### config.mk
export PLATFORM = sky130hd
export DESIGN_NAME = second_layer_argmax_tnndirect
export DESIGN_NICKNAME = d
export VERILOG_FILES = /design/src/rtl/second_layer_argmax_tnndirect.sv
export SDC_FILE = /design/constraint.sdc
export NUM_CORES = 1
export LEC_CHECK = 0
export ABC_AREA = 1
export CORE_ASPECT_RATIO = 0.8
export CORE_MARGIN = 2
export CORE_UTILIZATION = 43
export CTS_BUF_LIST = sky130_fd_sc_hd__clkbuf_8
export DETAILED_ROUTE_END_ITERATION = 12
export PLACE_DENSITY_LB_ADDON = 0.08
export SLEW_MARGIN = 20
export SYNTH_ARGS = -nofsm -noshare
export SYNTH_HDL_FRONTEND = slang
export SYNTH_SLANG_ARGS = --single-unit
### constraint.sdc
create_clock -name clk -period 1.63 [get_ports clk]
set_input_delay 0.489 -clock clk [delete_from_list [all_inputs] [get_ports clk]]
set_output_delay 0.489 -clock clk [all_outputs]
set_load 0.05 [all_outputs]
### src/rtl/second_layer_argmax_tnndirect.sv
// Second network layer: scores every class against ternary weights, one hidden bit per
// cycle, then selects the highest-scoring class with a sequential argmax (ties keep the lowest index).
module second_layer_argmax_tnndirect #(
  parameter int unsigned HIDDEN_CNT = 4,
  parameter int unsigned CLASS_CNT  = 3,
  parameter logic [CLASS_CNT*HIDDEN_CNT-1:0] W_POS = '0,
  parameter logic [CLASS_CNT*HIDDEN_CNT-1:0] W_NEG = '0,
  localparam int unsigned CW = (CLASS_CNT > 1) ? $clog2(CLASS_CNT) : 1,
  localparam int unsigned SW = $clog2(HIDDEN_CNT + 1) + 1
) (
  input  logic                  clk,
  input  logic                  rst,
  input  logic                  start,
  input  logic [HIDDEN_CNT-1:0] hidden,
  output logic [CW-1:0]         class_out,
  output logic [SW-1:0]         score_out,
  output logic                  valid,
  output logic                  busy
);

  localparam int unsigned MaxCnt = (HIDDEN_CNT > CLASS_CNT) ? HIDDEN_CNT : CLASS_CNT;
  localparam int unsigned CntW   = (MaxCnt > 1) ? $clog2(MaxCnt) : 1;
  localparam logic signed [SW-1:0] PlusOne  = SW'(1);
  localparam logic signed [SW-1:0] MinusOne = {SW{1'b1}};

  typedef enum logic [1:0] {StIdle, StAcc, StArg, StDone} state_e;

  state_e                 state_q, state_d;
  logic [CntW-1:0]        cnt_q, cnt_d;
  logic [HIDDEN_CNT-1:0]  hreg_q, hreg_d;
  logic signed [SW-1:0]   score_q [CLASS_CNT];
  logic signed [SW-1:0]   score_d [CLASS_CNT];
  logic signed [SW-1:0]   acc_sum [CLASS_CNT];
  logic signed [SW-1:0]   best_q, best_d;
  logic [CW-1:0]          best_idx_q, best_idx_d;
  logic [CW-1:0]          class_q, class_d;
  logic [SW-1:0]          score_out_q, score_out_d;
  logic                   valid_q, valid_d;
  logic                   busy_q, busy_d;
  logic [CntW-1:0]        arg_idx;

  // Hidden bit maps to +1/-1; the illegal code (both weight bits set) acts as weight 0.
  function automatic logic signed [SW-1:0] contrib(input logic wp, input logic wn, input logic h);
    logic signed [SW-1:0] v;
    v = h ? PlusOne : MinusOne;
    if (wp && !wn) return v;
    if (wn && !wp) return -v;
    return '0;
  endfunction

  always_comb begin
    for (int c = 0; c < CLASS_CNT; c++) begin
      acc_sum[c] = score_q[c] + contrib(W_POS[c*HIDDEN_CNT + int'(cnt_q)],
                                        W_NEG[c*HIDDEN_CNT + int'(cnt_q)],
                                        hreg_q[cnt_q]);
    end
  end

  // ARG is entered with cnt=0 and class 0 already seeded as best, so it inspects cnt+1.
  assign arg_idx = cnt_q + CntW'(1);

  always_comb begin
    state_d     = state_q;
    cnt_d       = cnt_q;
    hreg_d      = hreg_q;
    score_d     = score_q;
    best_d      = best_q;
    best_idx_d  = best_idx_q;
    class_d     = class_q;
    score_out_d = score_out_q;
    valid_d     = valid_q;
    busy_d      = busy_q;
    unique case (state_q)
      StIdle: begin
        if (start) begin
          hreg_d  = hidden;
          for (int c = 0; c < CLASS_CNT; c++) score_d[c] = '0;
          cnt_d   = '0;
          valid_d = 1'b0;
          busy_d  = 1'b1;
          state_d = StAcc;
        end
      end
      StAcc: begin
        score_d = acc_sum;
        if (cnt_q == CntW'(HIDDEN_CNT - 1)) begin
          cnt_d      = '0;
          best_d     = acc_sum[0];
          best_idx_d = '0;
          state_d    = StArg;
        end else begin
          cnt_d = cnt_q + CntW'(1);
        end
      end
      StArg: begin
        if (score_q[arg_idx] > best_q) begin
          best_d     = score_q[arg_idx];
          best_idx_d = CW'(arg_idx);
        end
        if (arg_idx == CntW'(CLASS_CNT - 1)) begin
          class_d     = best_idx_d;
          score_out_d = best_d;
          valid_d     = 1'b1;
          busy_d      = 1'b0;
          cnt_d       = '0;
          state_d     = StDone;
        end else begin
          cnt_d = cnt_q + CntW'(1);
        end
      end
      StDone: begin
        if (!start) begin
          valid_d = 1'b0;
          state_d = StIdle;
        end
      end
      default: state_d = StIdle;
    endcase
  end

  always_ff @(posedge clk or posedge rst) begin
    if (rst) begin
      state_q     <= StIdle;
      cnt_q       <= '0;
      hreg_q      <= '0;
      for (int c = 0; c < CLASS_CNT; c++) score_q[c] <= '0;
      best_q      <= '0;
      best_idx_q  <= '0;
      class_q     <= '0;
      score_out_q <= '0;
      valid_q     <= 1'b0;
      busy_q      <= 1'b0;
    end else begin
      state_q     <= state_d;
      cnt_q       <= cnt_d;
      hreg_q      <= hreg_d;
      score_q     <= score_d;
      best_q      <= best_d;
      best_idx_q  <= best_idx_d;
      class_q     <= class_d;
      score_out_q <= score_out_d;
      valid_q     <= valid_d;
      busy_q      <= busy_d;
    end
  end

  assign class_out = class_q;
  assign score_out = score_out_q;
  assign valid     = valid_q;
  assign busy      = busy_q;

endmodule

**Word-level counts from Yosys, hierarchy flattened**

Index checks and enable logic that the tools add are counted.

- Multiplexer cells: 27
- Eq/ne operators: 9
- Reduce and logical (&&, ||, !) cells: 13
- Bitwise gates (word level): 2
- Order comparisons: 2
- Add/sub/neg operators: 1

Operator list:

| cell | count |
|---|---|
| $mux 12 | 2 |
| $mux 2 | 9 |
| $mux 4 | 4 |
| $bmux 4 s2 | 1 |
| $eq 2x2->1 const B | 4 |
| $ne 2x2->1 const B | 4 |
| $pmux 2 s4 | 1 |
| $pmux 4 s2 | 1 |
| $reduce_and 4->1 | 2 |
| $pmux 2 s3 | 1 |
| $reduce_and 2->1 | 3 |
| $reduce_and 3->1 | 2 |
| $reduce_bool 2->1 | 3 |
| $reduce_bool 3->1 | 2 |
| $mux 1 | 5 |
| $gt 4x4->1 | 1 |
| $pmux 2 s2 | 1 |
| $ge 3x3->1 const B | 1 |
| $not 2->3 | 1 |
| $pmux 1 s3 | 1 |
| $add 2x1->2 const B | 1 |
| $eq 2x1->1 const B | 1 |
| $logic_not 2->1 | 1 |
| $pmux 1 s2 | 1 |
| $not 1->1 | 1 |

- Register bits after elaboration: 30
- Output and inout port bits: 8
- Input bits: 7
- Logic and storage cells: 65

**Logic depth before layout (Yosys ltp)**

- Word-level depth: 8
- Depth in mapped cells: 8
- Depth with buffers taken out: 8

**Worst setup path after synthesis**

No wires, ideal clock.

- Path kind: register -> register
- Start: register state_q[0]
- End: register state_q[1]
- Path buffers: 0
- Required time: 1.507 ns
- Setup time: 0.123 ns
- Stages on the path, launching flop included: 8
- Slack: 0.424 ns
- Arrival: 1.083 ns
- Clock period less this slack: 1.206 ns
- Cell sequence: dfrtp_1 -> inv_1 -> ha_1 -> nand2_1 -> nand2_1 -> nor2_1 -> nand2_1 -> nand2_1

- Word-level cells in the longest chain between the ends: 3
- Elaborated cells on any way between the ends: 10
- Classes of those cells: 7 x eq/ne; 1 x mux; 2 x reduce/logical

Ends and longest elaborated chain:

| item | line | text |
|---|---|---|
| start: declaration | 28 | `state_e state_q, state_d;` |
| start signal: assignment | 123 | `state_q <= StIdle;` |
| start signal: assignment | 134 | `state_q <= state_d;` |
| $eq 2x2->1, or another cell as far along | 73 | `unique case (state_q)` |
| $ne 2x2->1 (no line) | - |  |
| $reduce_and 4->1 (no line) | - |  |

Parallel ways exist; a longest one is shown, timed or not.
A chain may end at the register's enable or synchronous reset.

**Worst setup path in the final report**

- Start: register state_q[0]
- End: register best_q[1]

- Word-level cells in the longest chain between the ends: 3
- Elaborated cells on any way between the ends: 6
- Classes of those cells: 3 x eq/ne; 1 x mux; 2 x reduce/logical

Ends and longest elaborated chain:

| item | line | text |
|---|---|---|
| $eq 2x1->1 or $eq 2x2->1 (tied branches) | 73 |  |
| $ne 2x2->1 (no line) or $reduce_bool 2->1 (tied branches) | - |  |
| $reduce_and 2->1 (no line) | - |  |
| end signal: assignment | 138 | `best_q <= best_d;` |
| end: declaration | 34 | `logic signed [SW-1:0] best_q, best_d;` |

Parallel ways exist; a longest one is shown, timed or not.

==> results.sh <==
export IMPL_crit_buf_inv=1
export IMPL_synth_async_sr_flop_share_pct=100.0
export IMPL_clock_path_buffers=2
export IMPL_max_slew_margin_rel_pct=79.49
export IMPL_crit_chain="inv_1 > ha_1 > nand2_1 > a21oi_1 > nor2_1"
export IMPL_ant_nets=0
export IMPL_clk_pin_slew_worst_paths_ns=0.07
export IMPL_tightest_slew_ns=0.3077
export IMPL_grt_overflow=0
export IMPL_post_synth_top_area_cell="dfrtp_1"
export IMPL_detail_route_wirelength_um=1596
export IMPL_finalClockSkew_ns=0.003520
export IMPL_grt_pass1_vias=666
export IMPL_cts_resized_gates=0
export IMPL_busiest_layer="met2"
export IMPL_antenna_found_initial=0
export IMPL_insertedDiodeCount=0
export IMPL_vias=665
export IMPL_ys_dominant_reg_cell="dfrtp_1"
export IMPL_ys_ff_latch=18
export IMPL_drv_cap=0
export IMPL_synthCells=103
export IMPL_cp_slowest_cell="dfrtp_1"
export IMPL_initialDrtViolationCount=6
export IMPL_areaGrowthSynthToFinish_pct=31.23
export IMPL_syn_area_per_cell_um2=8.479
export IMPL_htree_levels=1
export IMPL_cp_max_fo=5
export IMPL_die_area_um2=2410
export IMPL_grtUsageTotal_pct=16.87
export IMPL_crit_arrival_ns=1.57
export IMPL_cts_tree="built"
export IMPL_netlist_top_cells_area="dfrtp_1, nand2_1, ha_1, inv_1, o21ai_0"
export IMPL_vias_per_cell=4.683
export IMPL_synth_top_area_share_pct=51.58
export IMPL_cts_setup_buffers=0
export IMPL_cts_root_buffer="clkbuf_8"
export IMPL_place_congestion=0.8477
export IMPL_crit_required_ns=1.76
export IMPL_critPathMaxStageDelay_ns=0.41
export IMPL_start_util_pct=46.16
export IMPL_end_kind="flop"
export IMPL_drive_above_1_share_pct=13.56
export IMPL_final_setup_viol_count=0
export IMPL_max_freq_mhz=696.4
export IMPL_grt_max_degree=19
export IMPL_power_density_nw_per_um2=1445
export IMPL_yosysMostFrequentCell="nand2_1"
export IMPL_wire_per_inst_um=11.24
export IMPL_grt_pass1_wl_um=2815
export IMPL_insertion_delay_ns=0.25
export IMPL_rsz0062_at_grt="no"
export IMPL_use_met3_pct=7.432
export IMPL_syn_nets=117
export IMPL_io_pins=15
export IMPL_core_um2=1892
export IMPL_ys_seq_area_share_pct=51.58
export IMPL_maxSlewViolCount=0
export IMPL_grt_use_met1_pct=21.40
export IMPL_tns_ns=0
export IMPL_place_area_um2=1091
export IMPL_die_x_um=54.39
export IMPL_io_buffers=10
export IMPL_peakVddDrop_v=0.0008340
export IMPL_p_leak_nw=0.5860
export IMPL_hold_buffers=0
export IMPL_fin_crit_ns=1.436
export IMPL_dp_hpwl_um=1224
export IMPL_firstDrtPassIters=4
export IMPL_ys_types=11
export IMPL_synth_edff_count=0
export IMPL_hold_viol=0
export IMPL_postLayoutCellArea_um2=1146
export IMPL_syn_area_um2=873.3
export IMPL_hp_class="flop to flop"
export IMPL_crit_family="flip-flops"
export IMPL_grtUsageMet2_pct=26.27
export IMPL_critical_path_class="flop to flop"
export IMPL_cts_sinks=18
export IMPL_cts_buffers=3
export IMPL_critPathLaunchType="flop"
export IMPL_synth_common_cells="nand2_1, dfrtp_1, inv_1"
export IMPL_status="finished, final reports clean"
export IMPL_finalCritPeriodShare_pct=88.09
export IMPL_fp_row_count=14
export IMPL_fin_nets=133
export IMPL_post_route_drc_count=0
export IMPL_total_power_mw=1.656
export IMPL_ys_warn_count=0
export IMPL_die_y_um=44.31
==> state kept, by name, indices dropped and copies added (netlist names) <==
signal and count:
score_out 4, best_idx_q 2, class_out 2, busy 1, cnt_q 2, state_q 2, valid 1, best_q 4
==> path summary, 6_finish.rpt <==
path                                 to       start  slack (ns)  cells after the start
setup / recovery              best_q[1]  state_q[0]        0.19                      5
min in group asynchronous    state_q[1]         rst        0.56                      3
hold reg to reg               best_q[0]   best_q[0]        0.49                      2
hold / removal                best_q[0]   best_q[0]        0.49                      2
setup reg to reg              best_q[1]  state_q[0]        0.19                      5
max in group asynchronous  class_out[1]         rst        0.87                      3
==> power by group <==
part	internal, mW	leakage, nW	total [mW]	switching, mW
Combinational	0.259	0.315	0.726	0.467
Sequential	0.507	0.242	0.572	0.0651
Clock	0.214	0.0288	0.358	0.143
Total	0.981	0.586	1.66	0.675
==> worst register-to-register path, cell delays in order (launching register included) <==
cell and delay [ns]:
dfrtp_1 0.41, inv_1 0.08, ha_1 0.38, nand2_1 0.13, a21oi_1 0.26, nor2_1 0.07
==> kinds of logic after synthesis <==
logic type      count (synthesis)  share of synthesized area (%)
simple gates                   42                          19.91
fa+ha+maj                       7                          10.03
compound gates                 18                          10.74
buf+inv                        18                          7.736
flops                          18                          51.58
==> through the flow <==
stage	cells	hold slack (ns)	util (%)	setup slack, ns
detailed placement	138	0.4812	57.67	0.02813
global route	142	0.5268	60.58	0.06694
finish	142	0.4883	60.58	0.1941
CTS	142	0.4980	60.58	0.1935
floorplan	103	0.4276	-	0.4245
global placement	138	0.4678	57.67	0.05646
==> cell usage in the layout, fill, tap and decap left out <==
cell type / Yosys / final
nand2_1: 31 / 31
inv_1: 18 / 18
dfrtp_1: 18 / 18
o21ai_0: 13 / 13
buf_12: 0 / 8
ha_1: 7 / 7
nor2_1: 5 / 5
nand3_1: 4 / 4
a21oi_1: 4 / 4
clkbuf_8: 0 / 4
clkdlybuf4s50_1: 0 / 2
nand2_4: 1 / 1
a21oi_2: 1 / 1
and2_2: 1 / 1
buf_4: 0 / 1
==> cell type report <==
| class | instances | area (µm²) |
|---|---|---|
| Fill cell | 176 | 745.7 |
| Tap cell | 24 | 30.03 |
| Inverter | 18 | 67.56 |
| Multi-Input combinational cell | 67 | 355.3 |
| Sequential cell | 18 | 450.4 |
| Timing Repair Buffer | 11 | 187.7 |
| Clock buffer | 4 | 55.05 |
==> layer usage <==
layer	up-vias	wire [µm]
met5	-	0
met4	0	10
met3	2	80
met2	12	712
met1	302	792
li1	349	-
Note: power is estimated with default switching activity, not from simulation.
